### src/rtl/door_if.sv
// Door controller signal bundle between dispatch/motion logic (master) and
// the car-door controller (slave).
interface door_if #(
  parameter int FLOORS  = 7,
  parameter int FLOOR_W = 3
);
  logic                 moving;
  logic [FLOOR_W-1:0]   currentFloor;
  logic [1:0]           currentDirection;
  logic [1:0]           currentFloorButton;
  logic [FLOORS+2:1]    internalButton;
  logic                 obstruction;
  logic                 doorState;
  logic [1:0]           doorPhase;
  logic                 serviced;
  logic                 fault;

  modport master (
    output moving,
    output currentFloor,
    output currentDirection,
    output currentFloorButton,
    output internalButton,
    output obstruction,
    input  doorState,
    input  doorPhase,
    input  serviced,
    input  fault
  );

  modport slave (
    input  moving,
    input  currentFloor,
    input  currentDirection,
    input  currentFloorButton,
    input  internalButton,
    input  obstruction,
    output doorState,
    output doorPhase,
    output serviced,
    output fault
  );
endinterface

### src/rtl/door_controller.sv
// Car-door controller: opens on a call at the current floor, dwells, closes,
// reverses on obstruction and falls back to a nudge (no-reverse) mode with fault.
module door_controller #(
  parameter int FLOORS       = 7,
  parameter int FLOOR_W      = 3,
  parameter int CLK_PER_OPEN = 500000000,
  parameter int CLK_PER_MOVE = 50000000,
  parameter int MAX_REOPEN   = 3
) (
  input logic  clk,
  input logic  reset,
  door_if.slave door
);

  typedef enum logic [1:0] {
    CLOSED  = 2'b00,
    OPENING = 2'b01,
    OPEN    = 2'b10,
    CLOSING = 2'b11
  } phaseT;

  localparam int                  REOPEN_W     = $clog2(MAX_REOPEN + 1);
  localparam logic [31:0]         OPEN_RELOAD  = 32'(CLK_PER_OPEN - 1);
  localparam logic [31:0]         MOVE_RELOAD  = 32'(CLK_PER_MOVE - 1);
  localparam logic [REOPEN_W-1:0] REOPEN_LIMIT = REOPEN_W'(MAX_REOPEN);
  localparam logic [REOPEN_W-1:0] REOPEN_ONE   = REOPEN_W'(1);

  phaseT               phaseR;
  phaseT               phaseNext;
  logic [31:0]         timerR;
  logic [31:0]         timerNext;
  logic [REOPEN_W-1:0] reopenR;
  logic [REOPEN_W-1:0] reopenNext;
  logic                servicedR;
  logic                servicedNext;
  logic                faultR;
  logic                faultNext;

  logic                carCall;
  logic                hallCall;
  logic                openReq;
  logic                closeReq;

  // Request decode; a floor index outside 1..FLOORS selects no car call.
  always_comb begin
    carCall = 1'b0;
    for (int f = 1; f <= FLOORS; f++) begin
      if (door.currentFloor == FLOOR_W'(f)) begin
        carCall = carCall | door.internalButton[f];
      end else begin
        carCall = carCall;
      end
    end
    if (door.currentDirection != 2'b00) begin
      hallCall = (door.currentFloorButton & door.currentDirection) != 2'b00;
    end else begin
      hallCall = 1'b0;
    end
    openReq  = hallCall | carCall | door.internalButton[FLOORS+2];
    closeReq = door.internalButton[FLOORS+1];
  end

  // Next-state and next-output logic for the door phase machine.
  always_comb begin
    phaseNext    = phaseR;
    timerNext    = timerR;
    reopenNext   = reopenR;
    servicedNext = 1'b0;
    faultNext    = faultR;
    case (phaseR)
      CLOSED: begin
        if (openReq && !door.moving) begin
          phaseNext = OPENING;
          timerNext = MOVE_RELOAD;
        end else begin
          phaseNext = CLOSED;
        end
      end
      OPENING: begin
        if (timerR == 32'd0) begin
          phaseNext    = OPEN;
          timerNext    = OPEN_RELOAD;
          servicedNext = 1'b1;
        end else begin
          timerNext = timerR - 32'd1;
        end
      end
      OPEN: begin
        if (door.obstruction || openReq) begin
          timerNext = OPEN_RELOAD;
        end else if (closeReq || (timerR == 32'd0)) begin
          phaseNext = CLOSING;
          timerNext = MOVE_RELOAD;
        end else begin
          timerNext = timerR - 32'd1;
        end
      end
      CLOSING: begin
        // Reversal reopens only as far as the door has already closed.
        if (!faultR && (door.obstruction || openReq)) begin
          phaseNext = OPENING;
          timerNext = MOVE_RELOAD - timerR;
          if (reopenR != REOPEN_LIMIT) begin
            reopenNext = reopenR + REOPEN_ONE;
          end else begin
            reopenNext = reopenR;
          end
          if (reopenR >= (REOPEN_LIMIT - REOPEN_ONE)) begin
            faultNext = 1'b1;
          end else begin
            faultNext = faultR;
          end
        end else if (faultR && door.obstruction) begin
          timerNext = timerR;
        end else if (timerR == 32'd0) begin
          phaseNext  = CLOSED;
          reopenNext = '0;
          faultNext  = 1'b0;
        end else begin
          timerNext = timerR - 32'd1;
        end
      end
      default: begin
        phaseNext = CLOSED;
        timerNext = 32'd0;
      end
    endcase
  end

  // State, timer and registered outputs.
  always_ff @(posedge clk) begin
    if (reset) begin
      phaseR    <= CLOSED;
      timerR    <= 32'd0;
      reopenR   <= '0;
      servicedR <= 1'b0;
      faultR    <= 1'b0;
    end else begin
      phaseR    <= phaseNext;
      timerR    <= timerNext;
      reopenR   <= reopenNext;
      servicedR <= servicedNext;
      faultR    <= faultNext;
    end
  end

  assign door.doorPhase = phaseR;
  assign door.doorState = (phaseR != CLOSED);
  assign door.serviced  = servicedR;
  assign door.fault     = faultR;

endmodule

### src/flat_wrapper.sv
// flat-port wrapper written by rule: the top's interface ports become plain ports
module door_controller_flat 
#(
  parameter int FLOORS       = 7,
  parameter int FLOOR_W      = 3,
  parameter int CLK_PER_OPEN = 500000000,
  parameter int CLK_PER_MOVE = 50000000,
  parameter int MAX_REOPEN   = 3
)
  (clk, reset, door_moving, door_currentFloor, door_currentDirection, door_currentFloorButton, door_internalButton, door_obstruction, door_doorState, door_doorPhase, door_serviced, door_fault);
  door_if #(.FLOORS(FLOORS), .FLOOR_W(FLOOR_W)) door_i ();
  input logic clk;
  input logic reset;
  input wire logic [$bits(door_i.moving)-1:0] door_moving;
  input wire logic [$bits(door_i.currentFloor)-1:0] door_currentFloor;
  input wire logic [$bits(door_i.currentDirection)-1:0] door_currentDirection;
  input wire logic [$bits(door_i.currentFloorButton)-1:0] door_currentFloorButton;
  input wire logic [$bits(door_i.internalButton)-1:0] door_internalButton;
  input wire logic [$bits(door_i.obstruction)-1:0] door_obstruction;
  output wire logic [$bits(door_i.doorState)-1:0] door_doorState;
  output wire logic [$bits(door_i.doorPhase)-1:0] door_doorPhase;
  output wire logic [$bits(door_i.serviced)-1:0] door_serviced;
  output wire logic [$bits(door_i.fault)-1:0] door_fault;
  assign door_i.moving = door_moving;
  assign door_i.currentFloor = door_currentFloor;
  assign door_i.currentDirection = door_currentDirection;
  assign door_i.currentFloorButton = door_currentFloorButton;
  assign door_i.internalButton = door_internalButton;
  assign door_i.obstruction = door_obstruction;
  assign door_doorState = door_i.doorState;
  assign door_doorPhase = door_i.doorPhase;
  assign door_serviced = door_i.serviced;
  assign door_fault = door_i.fault;
  door_controller #(.FLOORS(FLOORS), .FLOOR_W(FLOOR_W), .CLK_PER_OPEN(CLK_PER_OPEN), .CLK_PER_MOVE(CLK_PER_MOVE), .MAX_REOPEN(MAX_REOPEN)) u_core (.clk(clk), .reset(reset), .door(door_i));
endmodule
### config.mk
export PLATFORM = sky130hd
export DESIGN_NAME = door_controller_flat
export DESIGN_NICKNAME = d
export VERILOG_FILES = /design/src/rtl/door_if.sv /design/src/rtl/door_controller.sv /design/src/flat_wrapper.sv
export SDC_FILE = /design/constraint.sdc
export NUM_CORES = 1
export LEC_CHECK = 0
export ABC_AREA = 1
export CORE_ASPECT_RATIO = 1.1
export CORE_MARGIN = 5
export CORE_UTILIZATION = 50
export CTS_CLUSTER_DIAMETER = 100
export DETAILED_ROUTE_END_ITERATION = 10
export GPL_ROUTABILITY_DRIVEN = 1
export PLACE_DENSITY = 0.69
export SYNTH_ARGS = -nofsm -noshare
export SYNTH_HDL_FRONTEND = slang
export SYNTH_SLANG_ARGS = --single-unit
### constraint.sdc
create_clock -name clk -period 2.51 [get_ports clk]
set_clock_uncertainty 0.2 [all_clocks]
set_input_delay 0.251 -clock clk [delete_from_list [all_inputs] [get_ports clk]]
set_output_delay 0.251 -clock clk [all_outputs]
set_load 0.02 [all_outputs]
=== Yosys cells after proc, flatten, opt, wreduce, memory -nomap -nowiden ===
Index checks and enable logic that the tools add are counted.

* Add/subtract/negate cells: 3
* Magnitude comparators: 1
* Equal/unequal tests: 21
* Mux-type cells: 31
* Bitwise logic cells: 10
* Reduce and logical (&&, ||, !) cells: 18

{| class="wikitable"
|+ Operators with widths
! cell !! count
|-
| $mux 32 || 7
|-
| $pmux 32 s4 || 1
|-
| $logic_not 32->1 || 1
|-
| $sub 26x32->32 const A || 1
|-
| $sub 32x1->32 const B || 1
|-
| $mux 2 || 8
|-
| $mux 1 || 14
|-
| $eq 3x3->1 const B || 4
|-
| $ne 2x1->1 const B || 4
|-
| $ne 2x2->1 const B || 4
|-
| $or 1x1->1 || 8
|-
| $pmux 2 s4 || 1
|-
| $reduce_and 4->1 || 2
|-
| $reduce_bool 2->1 || 4
|-
| $eq 3x2->1 const B || 2
|-
| $reduce_and 5->1 || 1
|-
| $eq 2x2->1 const B || 2
|-
| $eq 3x1->1 const B || 1
|-
| $logic_and 1x1->1 || 3
|-
| $ne 3x1->1 const B || 1
|-
| $ne 3x2->1 const B || 1
|-
| $ne 3x3->1 const B || 1
|-
| $reduce_and 3->1 || 1
|-
| $add 2x1->2 const B || 1
|-
| other kinds (8) || 10
|}

* Register bits after elaboration: 38
* Bits of input ports: 20
* Output and inout port bits: 5

=== Logic depth before layout (Yosys ltp) ===
Gate-level depths: netlist of run 1.

* Depth after elaboration: 20
* Gate-level depth with buffers: 16
* Mapped depth without buffers: 16

=== Worst setup path after synthesis of run 1 ===
Ideal clock, no wire load.

* Path type: register to register
* Start point: register u_core.phaseR[0] (netlist: u_core.door.doorPhase[0])
* End point: register u_core.timerR[26]
* Setup time: 0.070 ns
* Data arrival time: 1.908 ns
* Data required time: 2.240 ns
* Setup slack: 0.332 ns
* Stages on the path, launching flop included: 11
* Path buffers: 1
* Clock period less this slack: 2.178 ns
* Cell sequence: dfxtp_1 > ha_1 > clkbuf_1 > clkinv_1 > nor3_4 > a21oi_2 > nand2_1 > nor2_1 > nand2_1 > nand2_1 > a21oi_1

* Longest elaborated chain between the ends: 3
* Elaborated cells between the ends (all ways): 9

{| class="wikitable"
|+ RTL lines
! element !! line !! text
|-
| start, declared || door_controller.sv:28 || <nowiki>phaseT phaseR;</nowiki>
|-
| start signal, assigned || door_controller.sv:139 || <nowiki>phaseR <= phaseNext;</nowiki>
|-
| $eq 2x2->1 / $logic_not 2->1 (equally long branches) || door_controller.sv:70 || <nowiki>case (phaseR)</nowiki>
|-
| $ne 3x3->1 (no line) (tied with other cells) || - ||
|-
| $reduce_and 3->1 (no line) || - ||
|-
| end signal, assigned || door_controller.sv:140 || <nowiki>timerR <= timerNext;</nowiki>
|-
| end, declared || door_controller.sv:30 || <nowiki>logic [31:0] timerR;</nowiki>
|}

Several ways; a longest one is shown, not always the timed one.
A chain may end at the register's enable or synchronous reset.

=== Final worst setup path of run 1 ===
* Start point: register u_core.timerR[0]
* End point: register u_core.timerR[18]

* Longest elaborated chain between the ends: 5
* Elaborated cells between the ends (all ways): 13

{| class="wikitable"
|+ RTL lines
! element !! line
|-
| $sub 32x1->32 / $logic_not 32->1 (equally long branches) || -
|-
| $mux 32 / $logic_or 1x1->1 (equally long branches) || door_controller.sv:115, door_controller.sv:91
|-
| $mux 32, on equally long branches || door_controller.sv:113, door_controller.sv:91
|-
| $mux 32, on equally long branches || door_controller.sv:100, door_controller.sv:89
|-
| $pmux 32 s4 || door_controller.sv:70
|}

Several ways; a longest one is shown, not always the timed one. The select of a mux whose other input is x is not followed.

==> results list, run 1 <==
- Total leakage power: 2.44 nW
* Capture instance of the worst register-to-register path: u_core.timerR[18]$_SDFFE_PP0P_
- Remaining number of nets flagged by the antenna check after routing: 0
- Flip-flop cell with the highest count after synthesis: sky130_fd_sc_hd__dfxtp_1
- Deepest level of the CTS H-tree: 2
- Measured along the x axis, the die boundary spans around 100 um.
* Post-Synth Simple-Gate Area: 0.500
* Number of inserted diodes: 0
- Critical path, cell by cell: inv_2 -> ha_2 -> nand2_4 -> nor2_4 -> nand2_2 -> nor2_4 -> nand4_2 -> nor2_4 -> nand3_4 -> nand2_4 -> nor2_4 -> buf_4 -> nand2_1 -> a21oi_1
- The run finished with clean final reports.
- CP Data Required Time: approximately 2500 ps
- Cell depth of the worst flop-to-flop path: 14
- Final count of pins violating max slew: 0
- Fraction of synthesized area in multiplexers: 0
- Critical path's slowest cell: sky130_fd_sc_hd__dfxtp_1
- Synthesized area: roughly 4200 sq um
- Startpoint of the tightest hold check path: u_core.timerR[31]$_SDFFE_PP0P_
- Die outline area: a little over 10000 sq um
* Clock-pin slew reported for the worst setup and hold paths after clock tree synthesis: approximately 100 ps
* Routability Congestion: roughly 1.0
- Total Nets Final: 835
- The floorplan step defined a core boundary enclosing approximately 8300 sq um.
* Core utilization of the finished layout: 0.593
* Filler-free cell count of the finished design: around 920
- The detailed router placed about 5000 vias in this run.
- Power after layout: 4.49 mW
* Count of TritonRoute iterations in the first routing pass: 5
* Number of max-capacitance violations reported: 0
- Of all nets on the critical path, the largest fanout is 11.
- Startpoint types: register
- Count of unresolved DRC violations after routing: 0
- Including well taps, the total number of placed cells is approximately 910.
- Global-route total usage across every layer: 0.289
- At the pin with the least slew margin, the transition time is just under 700 ps.
* Number of warning messages in the yosys log: 0
* Number of ports placed on the die boundary: 25
- The initial antenna violation count is 0.
* TritonCTS buffer count: 5
- In this run the tool buffered the top-level ports with 24 buffer cells.
- For this run the aggregate overflow at the end of global routing stands at 0.
- Of the available clock period, the critical path in the final layout requires 0.934.
* Worst reg2reg path startpoint: u_core.timerR[0]$_SDFFE_PP0P_
* Detailed Place HPWL: 11800 um
- Sequential fraction of the synthesis area: 0.181
* WHS Endpoint: u_core.timerR[31]$_SDFFE_PP0P_
- After detailed routing, the average wire length per cell comes to between 15 and 20 um.
- Of the total synthesized cell area, the portion taken by XOR and XNOR cells is 0.0728.
* Sinks on Clock Net: 38
* Type of the setup path with the least slack: reg -> reg
- Fraction of registers with async set/reset: 0
- Synthesis instantiated 40 different standard cells from the library.
* Starting Density: 0.506
- Power per Cell Area: ~910 nW/um^2
- Worst Path Arrival: around 2300 ps
* Commonest cells after routing, fill and taps aside: sky130_fd_sc_hd__nand2_1 (231), sky130_fd_sc_hd__nor2_1 (109), sky130_fd_sc_hd__inv_1 (88)
* Critical Path Max Stage Delay: about 350 ps
- Synthesis-to-layout area growth: 17.2%
* Pin count of the biggest net entering global routing: 21
- The share of synthesized area in the top cell type comes to 0.207.
- CTS Root Buffer Type: sky130_fd_sc_hd__clkbuf_8
* Overall routed net length: roughly 15000 um
* Initial DRC Count: 279
- Largest voltage drop on the vdd net: approximately 0.69 mV
* Peak Freq: 0.426 GHz
- After synthesis, the largest family of logic cells by area is simple AND/OR/NAND/NOR gates.
- Leaving out fill and tap cells, the most frequent cell in the layout is sky130_fd_sc_hd__nand2_1.
- Fraction of final layout cells with drive strength greater than 1: 0.126
* Synthesized-area fraction occupied by adder cells: 0.0267
- The via count of the first global-routing pass is between 4000 and 5000.
- Number of inserted filler cells in the final layout: slightly below 900
* Final critical path time including I/O delays and setup: around 2300 ps
- TritonCTS clock tree: built
* Wire length of the first global-routing pass: 23900 um
- In this run the mean area of a mapped cell was approximately 5.6 sq um.
* Hold Path Depth: 2
* Syn Inst Count: ~760
- Yosys mapped a number of flops with a built-in enable equal to 0.
- Final count of negative-setup-slack endpoints: 0
- The number of hold violations in the final report is 0.
* Clock Latency Late Sink: 310 ps
- Path type of the worst min-delay path: reg -> reg
- Syn nets: between 700 and 800
- Y dimension of the die: about 110 um
- By area the synthesized netlist is led by sky130_fd_sc_hd__nand2_1 (21%), sky130_fd_sc_hd__dfxtp_1 (18%), sky130_fd_sc_hd__nor2_1 (10%).
- Complex-gate fraction of the synthesized area: 0.0963
* Type of destination of the critical path: register
- Crit path top cell by count: sky130_fd_sc_hd__nor2_4
- Ratio of routed vias to standard cells: approximately 5.4
* Std cell rows: 35
- The worst register-to-register path has a setup slack of roughly 160 ps.
- Synthesis inferred 38 register bits.
- Measured against its own limit, the worst slew margin works out to 0.543.
- CTS Buffer Depth: 2
- Top cell type by total area after synthesis: sky130_fd_sc_hd__nand2_1
-- power by group --
group,switching [mW],internal (mW),total [mW]
sequential,0.176,0.746,0.922
clock,0.263,0.222,0.485
combinational,2.02,1.06,3.08
total,2.46,2.03,4.49
-- sequential cells by signal, indices dropped and copies added, names as in the netlist --
register,flops
u_core.door.fault,1
u_core.door.serviced,1
u_core.door.doorPhase,2
u_core.reopenR,2
u_core.timerR,32
-- Yosys cell counts (3+ instances only) --
cell and number:
sky130_fd_sc_hd__inv_2 4, sky130_fd_sc_hd__buf_6 5, sky130_fd_sc_hd__nand3_2 6, sky130_fd_sc_hd__clkbuf_1 3, sky130_fd_sc_hd__nand4_1 14, sky130_fd_sc_hd__nor2_4 3, sky130_fd_sc_hd__nor2_2 9, sky130_fd_sc_hd__o21ai_0 19
sky130_fd_sc_hd__inv_1 89, sky130_fd_sc_hd__nor2_1 113, sky130_fd_sc_hd__nand3_1 72, sky130_fd_sc_hd__xor2_1 33, sky130_fd_sc_hd__o21ai_1 16, sky130_fd_sc_hd__clkbuf_2 3, sky130_fd_sc_hd__a21oi_1 35, sky130_fd_sc_hd__or2_2 4
sky130_fd_sc_hd__dfxtp_1 38, sky130_fd_sc_hd__nor3_1 10, sky130_fd_sc_hd__nand2_2 4, sky130_fd_sc_hd__ha_1 9, sky130_fd_sc_hd__nand2_1 232, sky130_fd_sc_hd__buf_2 11
-- timing repair --
action / CTS / global route
hold buffers: 0 / 0
setup buffers: 0 / 1
endpoints found under the setup margin: 0 / 34
resized for setup: 0 / 15
-- worst max path at each step --
| stage | startpoint | to | slack (ps) | cells after the start |
|---|---|---|---|---|
| finish | u_core.timerR[0]$_SDFFE_PP0P_ | u_core.timerR[18]$_SDFFE_PP0P_ | 160 | 14 |
| global route | u_core.timerR[0]$_SDFFE_PP0P_ | u_core.timerR[27]$_SDFFE_PP0P_ | -8 | 14 |
| CTS | u_core.timerR[0]$_SDFFE_PP0P_ | u_core.timerR[20]$_SDFFE_PP0P_ | 20 | 11 |
| detailed placement | door_currentFloor[0] | u_core.timerR[20]$_SDFFE_PP0P_ | -190 | 14 |
| global placement | door_currentFloor[0] | u_core.timerR[15]$_SDFFE_PP0P_ | -110 | 14 |
| floorplan | u_core.door.doorPhase[0]$_SDFFE_PP0P_ | u_core.timerR[26]$_SDFFE_PP0P_ | 330 | 10 |
-- through the flow --
step                instance area, sq um  setup WS (ps)  TNS, ps  hold WS, ps
floorplan                           4210            332        0          254
global placement                    4790           -105     -405          270
detailed placement                  4790           -192    -1130          276
CTS                                 4880           16.5        0          291
global route                        4940          -7.96    -8.90          322
finish                              4940            165        0          288
-- critical path: cells and delay by family, from the launching register on --
kind                     cells  cell delay (ps)
AO/OA/AOI/OAI                1               60
AND/OR/NAND/NOR             10             1110
buffers and inverters        2              300
flip-flops                   1              350
adder cells (fa/ha/maj)      1              210
-- area by class of cell --
class                      instances  area [sq um]  area share
clock buffer                       6          82.6      0.0167
clock inverter                     2          12.5     0.00253
inverter                          95           359      0.0728
multi-input combinational        597          2970       0.603
sequential                        38           762       0.154
tap                              111           139      0.0281
timing repair buffer              69           607       0.123
-- logic make-up (layout without fill, tap and decap cells) --
kind of cell / after synthesis / in the layout
AND/OR/NAND/NOR: 476 / 476
buffers and inverters: 121 / 172
AO/OA/AOI/OAI: 77 / 77
flip-flops: 38 / 38
XOR/XNOR: 35 / 35
adder cells (fa/ha/maj): 9 / 9
-- routing by layer --
layer  vias up  part of all wire  track usage
met5         -                 0            0
met4         0             0.056        0.163
met3        52             0.063       0.0459
met2       212              0.47        0.490
met1      2231              0.42        0.345
li1       2481                 -            -
Power figures use the tool's default switching activity.
==> inputs of run 2 (changes only) <==
- CORE_UTILIZATION: 50 -> 55
- PLACE_DENSITY: 0.69 -> 0.75
==> results list, run 2 (synthesis results as in run 1) <==
- TritonCTS built the clock tree.
- At the worst endpoint, the required time is about 2500 ps.
* Remaining number of nets flagged by the antenna check after routing: 0
* Max transition margin: 0.557
- Hold violation count in the final report: 0
- Routability-driven placement finished with a final weighted congestion of approximately 1.0.
- The floorplan has 33 rows.
- Detailed Place HPWL: ~12000 um
- At the worst endpoint, the arrival time is around 2400 ps.
- Counting the fill cells in the layout gives around 740.
* Most common cell after layout, fill and taps aside: sky130_fd_sc_hd__nand2_1
- The worst register-to-register path begins at u_core.timerR[8]$_SDFFE_PP0P_.
- CTS Buffer Depth: 2
* Initial DRC Count: 433
- Clock Latency Late Sink: roughly 300 ps
- Dividing the final minimum period by the clock period gives 0.959.
- Setup violations remaining at the end of the flow were counted as 0.
* Total buffers and inverters traversed by the critical path: 2
- In the final layout, flip-flops and latches occupy around 760 sq um.
- Deepest level of the CTS H-tree: 2
* TritonCTS buffer count: 5
- Relative to the synthesized area, the layout overhead comes to 15.1%.
- Global-route total usage across every layer: 0.322
- The worst setup path is of the reg -> reg kind.
- Commonest cells after routing, fill and taps aside: sky130_fd_sc_hd__nand2_1 (232), sky130_fd_sc_hd__nor2_1 (111), sky130_fd_sc_hd__inv_1 (89)
- Setup repair after global routing left no endpoint under its margin.
- Power per Cell Area: 916 nW/um^2
- VDD sags by at most 0.594 mV.
- Status: finished clean
- Critical path, cell by cell: inv_1 -> ha_1 -> inv_1 -> nor2_1 -> nand2_1 -> nand2_1 -> nand2_1 -> nand2_1 -> xnor2_1 -> nor2_1 -> nor2_1 -> nand3_1 -> nor2_1 -> nor2_1
- Summed over all failing endpoints, the final setup total negative slack is 0 ps.
- After detailed placement, the total cell area comes to ~4700 sq um.
* Count of unresolved DRC violations after routing: 0
- Fraction of final layout cells with drive strength greater than 1: 0.115
* Launch point of the critical path: u_core.timerR[8]$_SDFFE_PP0P_
- The largest individual stage delay along the critical path comes from the cell sky130_fd_sc_hd__dfxtp_1.
- Worst hold-check slack: 286 ps
- Hold buffer count at CTS: 0
- Path type of the worst min-delay path: reg -> reg
- By instance count, the cell type seen most on the critical path is sky130_fd_sc_hd__nor2_1.
- Peak Freq: roughly 0.42 GHz
- Initial antenna violation count: 0
* Sinks on Clock Net: 38
* Vias after detailed routing: approximately 5200
- Count of TritonRoute iterations in the first routing pass: 5
* Number of inserted diodes: 0
- Number of ports placed on the die boundary: 25
- Worst-margin pin slew: 664 ps
- Detail-routed net length per standard cell: ~16 um
* Post-CTS repair timing setup buffer count: 0
* Final critical path time including I/O delays and setup: approximately 2400 ps
- In this run the worst path has a maximum fanout of 6.
- In the final layout, the multi-input gates occupy between 2000 and 3000 sq um.
- The floorplan step set the die width to about 93 um.
- The count of final max-slew check failures came to 0.
- The via count of the first global-routing pass was 4959.
* Filler-free cell count of the finished design: around 900
- Critical Path Max Stage Delay: roughly 400 ps
- Summed over all cells, the static leakage comes to 2.41 nW.
* Clock-pin slew reported for the worst setup and hold paths after clock tree synthesis: 80 ps
- CTS Root Buffer Type: sky130_fd_sc_hd__clkbuf_8
* Die outline area: ~9500 sq um
- Dividing the detail-routed via count by the number of cells gives approximately 5.7.
- Summed over all layers, the global routing overflow is 0.
- For this run, the post-layout net count is a little over 800.
- Power after layout: between 4 and 5 mW
* Area of the core: around 7500 sq um
* Register bank with the most flops: u_core.timerR
* Overall routed net length: 14900 um
* Family of cells with the greatest summed delay on the critical path: simple AND/OR/NAND/NOR gates
* Number of cells in the design after placement: 900
- Port Buffers: 24
- Wire length of the first global-routing pass: between 20000 and 25000 um
- Pin count of the biggest net entering global routing: 21
- Max reg flops: 32
* Startpoint types: register
- Starting Density: 0.564
- Across the run, the number of max-cap violations was 0.
- Fin area: just under 5000 sq um
* Type of destination of the critical path: register
- Startpoint of the tightest hold check path: u_core.reopenR[0]$_SDFFE_PP0P_
- In this run the vertical extent of the chip is around 100 um.
[run 2: cell types whose count changed in the layout (fill, tap and decap cells not counted), sizes merged]
| cell | change |
|---|---|
| clkinv | -1 |
| buf | -4 |
| clkinvlp | -1 |
[run 2: metal layers]
metal | vias up | wire length, um | GRT usage
met5 | - | 0 | 0
met4 | 0 | 1160 | 0.225
met3 | 89 | 1270 | 0.0498
met2 | 294 | 6740 | 0.538
met1 | 2317 | 5690 | 0.375
li1 | 2469 | - | -
[run 2: path summary, 6_finish.rpt]
check	depth (start not counted)	end	slack, ps
hold / removal	2	u_core.reopenR[0]$_SDFFE_PP0P_	290
setup / recovery	14	u_core.timerR[19]$_SDFFE_PP0P_	100
setup reg to reg	14	u_core.timerR[19]$_SDFFE_PP0P_	100
hold reg to reg	2	u_core.reopenR[0]$_SDFFE_PP0P_	290
[run 2: timing repair]
item                       4_1_cts  5_1_grt
setup endpoints to repair        0        7
resized for setup                0        5
hold endpoints to repair         0        0
[run 2: final cells by class]
cell class	instances	share of cell area
timing repair buffer	65	0.116
tap	105	0.0271
multi-input combinational	597	0.609
clock buffer	6	0.0170
sequential	38	0.157
inverter	95	0.0741
[run 2: power by group]
group | total [mW] | internal, mW | leakage (nW) | switching [mW]
logic | 3.03 | 1.02 | 2.06 | 2.01
clock network | 0.461 | 0.213 | 0.0431 | 0.248
registers | 0.949 | 0.746 | 0.312 | 0.204
total | 4.44 | 1.98 | 2.41 | 2.46
[run 2: tightest hold or removal path: cells and delay by family (launching register included)]
| family | cells | cell delay (ps) |
|---|---|---|
| AOI/OAI and AO/OA | 1 | 50 |
| DFF | 1 | 330 |
| and+or+nand+nor | 1 | 60 |
[run 2: per-stage QoR]
| step | utilization | worst slack, ps |
|---|---|---|
| after floorplan | - | 332 |
| after detailed placement | 0.635 | -39.6 |
| after global routing | 0.649 | 4.41 |
| after global placement | 0.635 | -2.50 |
| after CTS | 0.646 | 88.4 |
| final | 0.649 | 103 |
==> inputs of run 3 (changes only) <==
--- a/config.mk
+++ b/config.mk
@@ -14,4 +14,5 @@
 export GPL_ROUTABILITY_DRIVEN = 1
 export PLACE_DENSITY = 0.75
+export RECOVER_POWER = 50
 export SYNTH_ARGS = -nofsm -noshare
 export SYNTH_HDL_FRONTEND = slang
==> constraint.sdc (replaced) <==
create_clock -name clk -period 2.51 [get_ports clk]
set_clock_uncertainty 0.2 [all_clocks]
set_input_delay 0.502 -clock clk [delete_from_list [all_inputs] [get_ports clk]]
set_output_delay 0.502 -clock clk [all_outputs]
set_load 0.02 [all_outputs]
==> results list, run 3 (synthesis results as in run 1) <==
- Clock-pin slew reported for the worst setup and hold paths after clock tree synthesis: 80 ps
- Final critical path time including I/O delays and setup: 2360 ps
* Final count of pins violating max slew: 0
- Overall routed net length: between 10000 and 15000 um
- For the worst setup path, the data arrival time is 2350 ps.
- Initial DRC Count: ~410
* Routability Congestion: slightly above 1
- In the routed layout, each cell is associated on average with a via count of 5.58.
- Fraction of final layout cells with drive strength greater than 1: 0.121
- Type of destination of the critical path: register
- Status: finished clean
- Global-route total usage across every layer: 0.315
- Worst-margin pin slew: between 600 and 700 ps
* Count of unresolved DRC violations after routing: 0
- The slowest stage of the critical path belongs to the cell sky130_fd_sc_hd__dfxtp_1.
- The number of hold buffers added after CTS was 0.
- Excluding fillers, the count of instances in the completed layout stands at 909.
- The register with the most flip-flops in the final layout is u_core.timerR.
* Detail-routed net length per standard cell: between 15 and 20 um
* Detailed Place HPWL: between 10000 and 15000 um
- Floorplan die width: approximately 93 um
* Power after layout: roughly 4.4 mW
- Largest voltage drop on the vdd net: approximately 0.74 mV
- The worst setup path is launched from a register.
- Critical path, cell by cell: inv_1 -> ha_1 -> inv_1 -> nor2_1 -> inv_1 -> nor2_2 -> nand3b_1 -> nor2_1 -> xor2_1 -> nand2_1 -> nand3_1 -> nand2_1 -> nand2_1 -> a21oi_1
- Pin count of the biggest net entering global routing: 21
* Peak Freq: between 0.4 and 0.5 GHz
- The H-tree generated during clock tree synthesis spans 2 levels.
- In this run, CTS created clock tree buffers numbering 5.
- Leaving out fill and tap cells, the most frequent cells in the layout are sky130_fd_sc_hd__nand2_1 (230), sky130_fd_sc_hd__nor2_1 (111), sky130_fd_sc_hd__inv_1 (88).
- The via count of the first global-routing pass came to 4796.
- In this run the static leakage power is between 2 and 2.5 nW.
- Total grt overflow: 0
* Remaining number of nets flagged by the antenna check after routing: 0
- Type of the setup path with the least slack: reg -> reg
* Largest fanout on the critical path: 3
* Number of inserted diodes: 0
- Across the run, the number of max-cap violations was 0.
* Number of ports placed on the die boundary: 25
- TritonCTS clock tree: built
* Count of TritonRoute iterations in the first routing pass: 5
- Core utilization of the finished layout: 0.651
* Ratio of final minimum period to clock period: 0.941
- Y dimension of the die: between 100 and 150 um
- The routed layout has 5075 vias.
- The initial antenna violation count came to 0.
* Max transition margin: 0.580
* Max reg flops: 32
* Number of inserted filler cells in the final layout: about 750
* Area of the core: around 7500 sq um
- Std cell rows: 33
* Most common cell after layout, fill and taps aside: sky130_fd_sc_hd__nand2_1
* Synthesis-to-layout area growth: 15.6%
- In this run the post-CTS setup repair buffer count came out at 0.
* Power per Cell Area: between 900 and 1000 nW/um^2
- The first global-routing pass estimated roughly 23000 um of wire.
- At the worst endpoint, the required time is between 2000 and 3000 ps.
* Worst hold-check slack: 285 ps
- Critical Path Max Stage Delay: ~320 ps
* Die outline area: ~9500 sq um
- Starting Density: 0.564
- Hold violation count in the final report: 0
- Clock Latency Late Sink: roughly 300 ps
- Final count of negative-setup-slack endpoints: 0
* CTS Root Buffer Type: sky130_fd_sc_hd__clkbuf_8
* Number of gates resized after cts: 0
- Sinks on Clock Net: 38
- The min-delay analysis places its worst path in the category reg -> reg.
* Total Nets Final: 832
* Port Buffers: 24
* CTS Buffer Depth: 2
- Counting tap cells, the placed design contains a total of around 900 instances.
[run 3: worst max-delay path, delay by kind of cell, from the launching register on]
| kind | cells | cell delay, ps |
|---|---|---|
| and+or+nand+nor | 8 | 970 |
| DFF | 1 | 320 |
| buffers and inverters | 3 | 270 |
| xor gates and xnor gates | 1 | 260 |
| adders and majority gates | 1 | 190 |
| AOI/OAI and AO/OA | 1 | 50 |
[run 3: worst paths after layout]
| kind | endpoint | slack [ps] | startpoint | cells after the start |
|---|---|---|---|---|
| hold reg to reg | u_core.timerR[31]$_SDFFE_PP0P_ | 280 | u_core.timerR[31]$_SDFFE_PP0P_ | 2 |
| setup / recovery | u_core.timerR[31]$_SDFFE_PP0P_ | 150 | u_core.timerR[7]$_SDFFE_PP0P_ | 14 |
| hold / removal | u_core.timerR[31]$_SDFFE_PP0P_ | 280 | u_core.timerR[31]$_SDFFE_PP0P_ | 2 |
| setup reg to reg | u_core.timerR[31]$_SDFFE_PP0P_ | 150 | u_core.timerR[7]$_SDFFE_PP0P_ | 14 |
[run 3: area by class of cell]
| cell class | count | area, sq um | area share |
|---|---|---|---|
| clock buffers | 7 | 86.3 | 0.0177 |
| clock inverters | 1 | 5.00 | 0.00103 |
| inverters | 95 | 359 | 0.0738 |
| multi-input cells | 597 | 2970 | 0.609 |
| flip-flops and latches | 38 | 761 | 0.156 |
| well taps | 105 | 131 | 0.0270 |
| repair buffers | 66 | 559 | 0.115 |
[run 3: layer usage]
layer | vias to the layer above | routed length [um] | track usage
li1 | 2474 | - | -
met2 | 263 | 6730 | 0.517
met4 | 0 | 980 | 0.219
met3 | 72 | 1180 | 0.0587
met1 | 2266 | 5600 | 0.372
met5 | - | 0 | 0
[run 3: metrics by stage]
stage | worst slack, ps | area [sq um] | setup TNS [ps]
floorplan | 332 | 4210 | 0
global placement | -251 | 4740 | -5140
detailed placement | -289 | 4740 | -6910
CTS | 40.5 | 4830 | 0
global route | -12.7 | 4870 | -12.7
finish | 148 | 4870 | 0
[run 3: power by group]
group	switching, mW	internal (mW)	leakage [nW]
registers	0.227	0.746	0.312
logic	1.96	0.995	2.09
clock network	0.249	0.222	0.0482
total	2.44	1.96	2.45
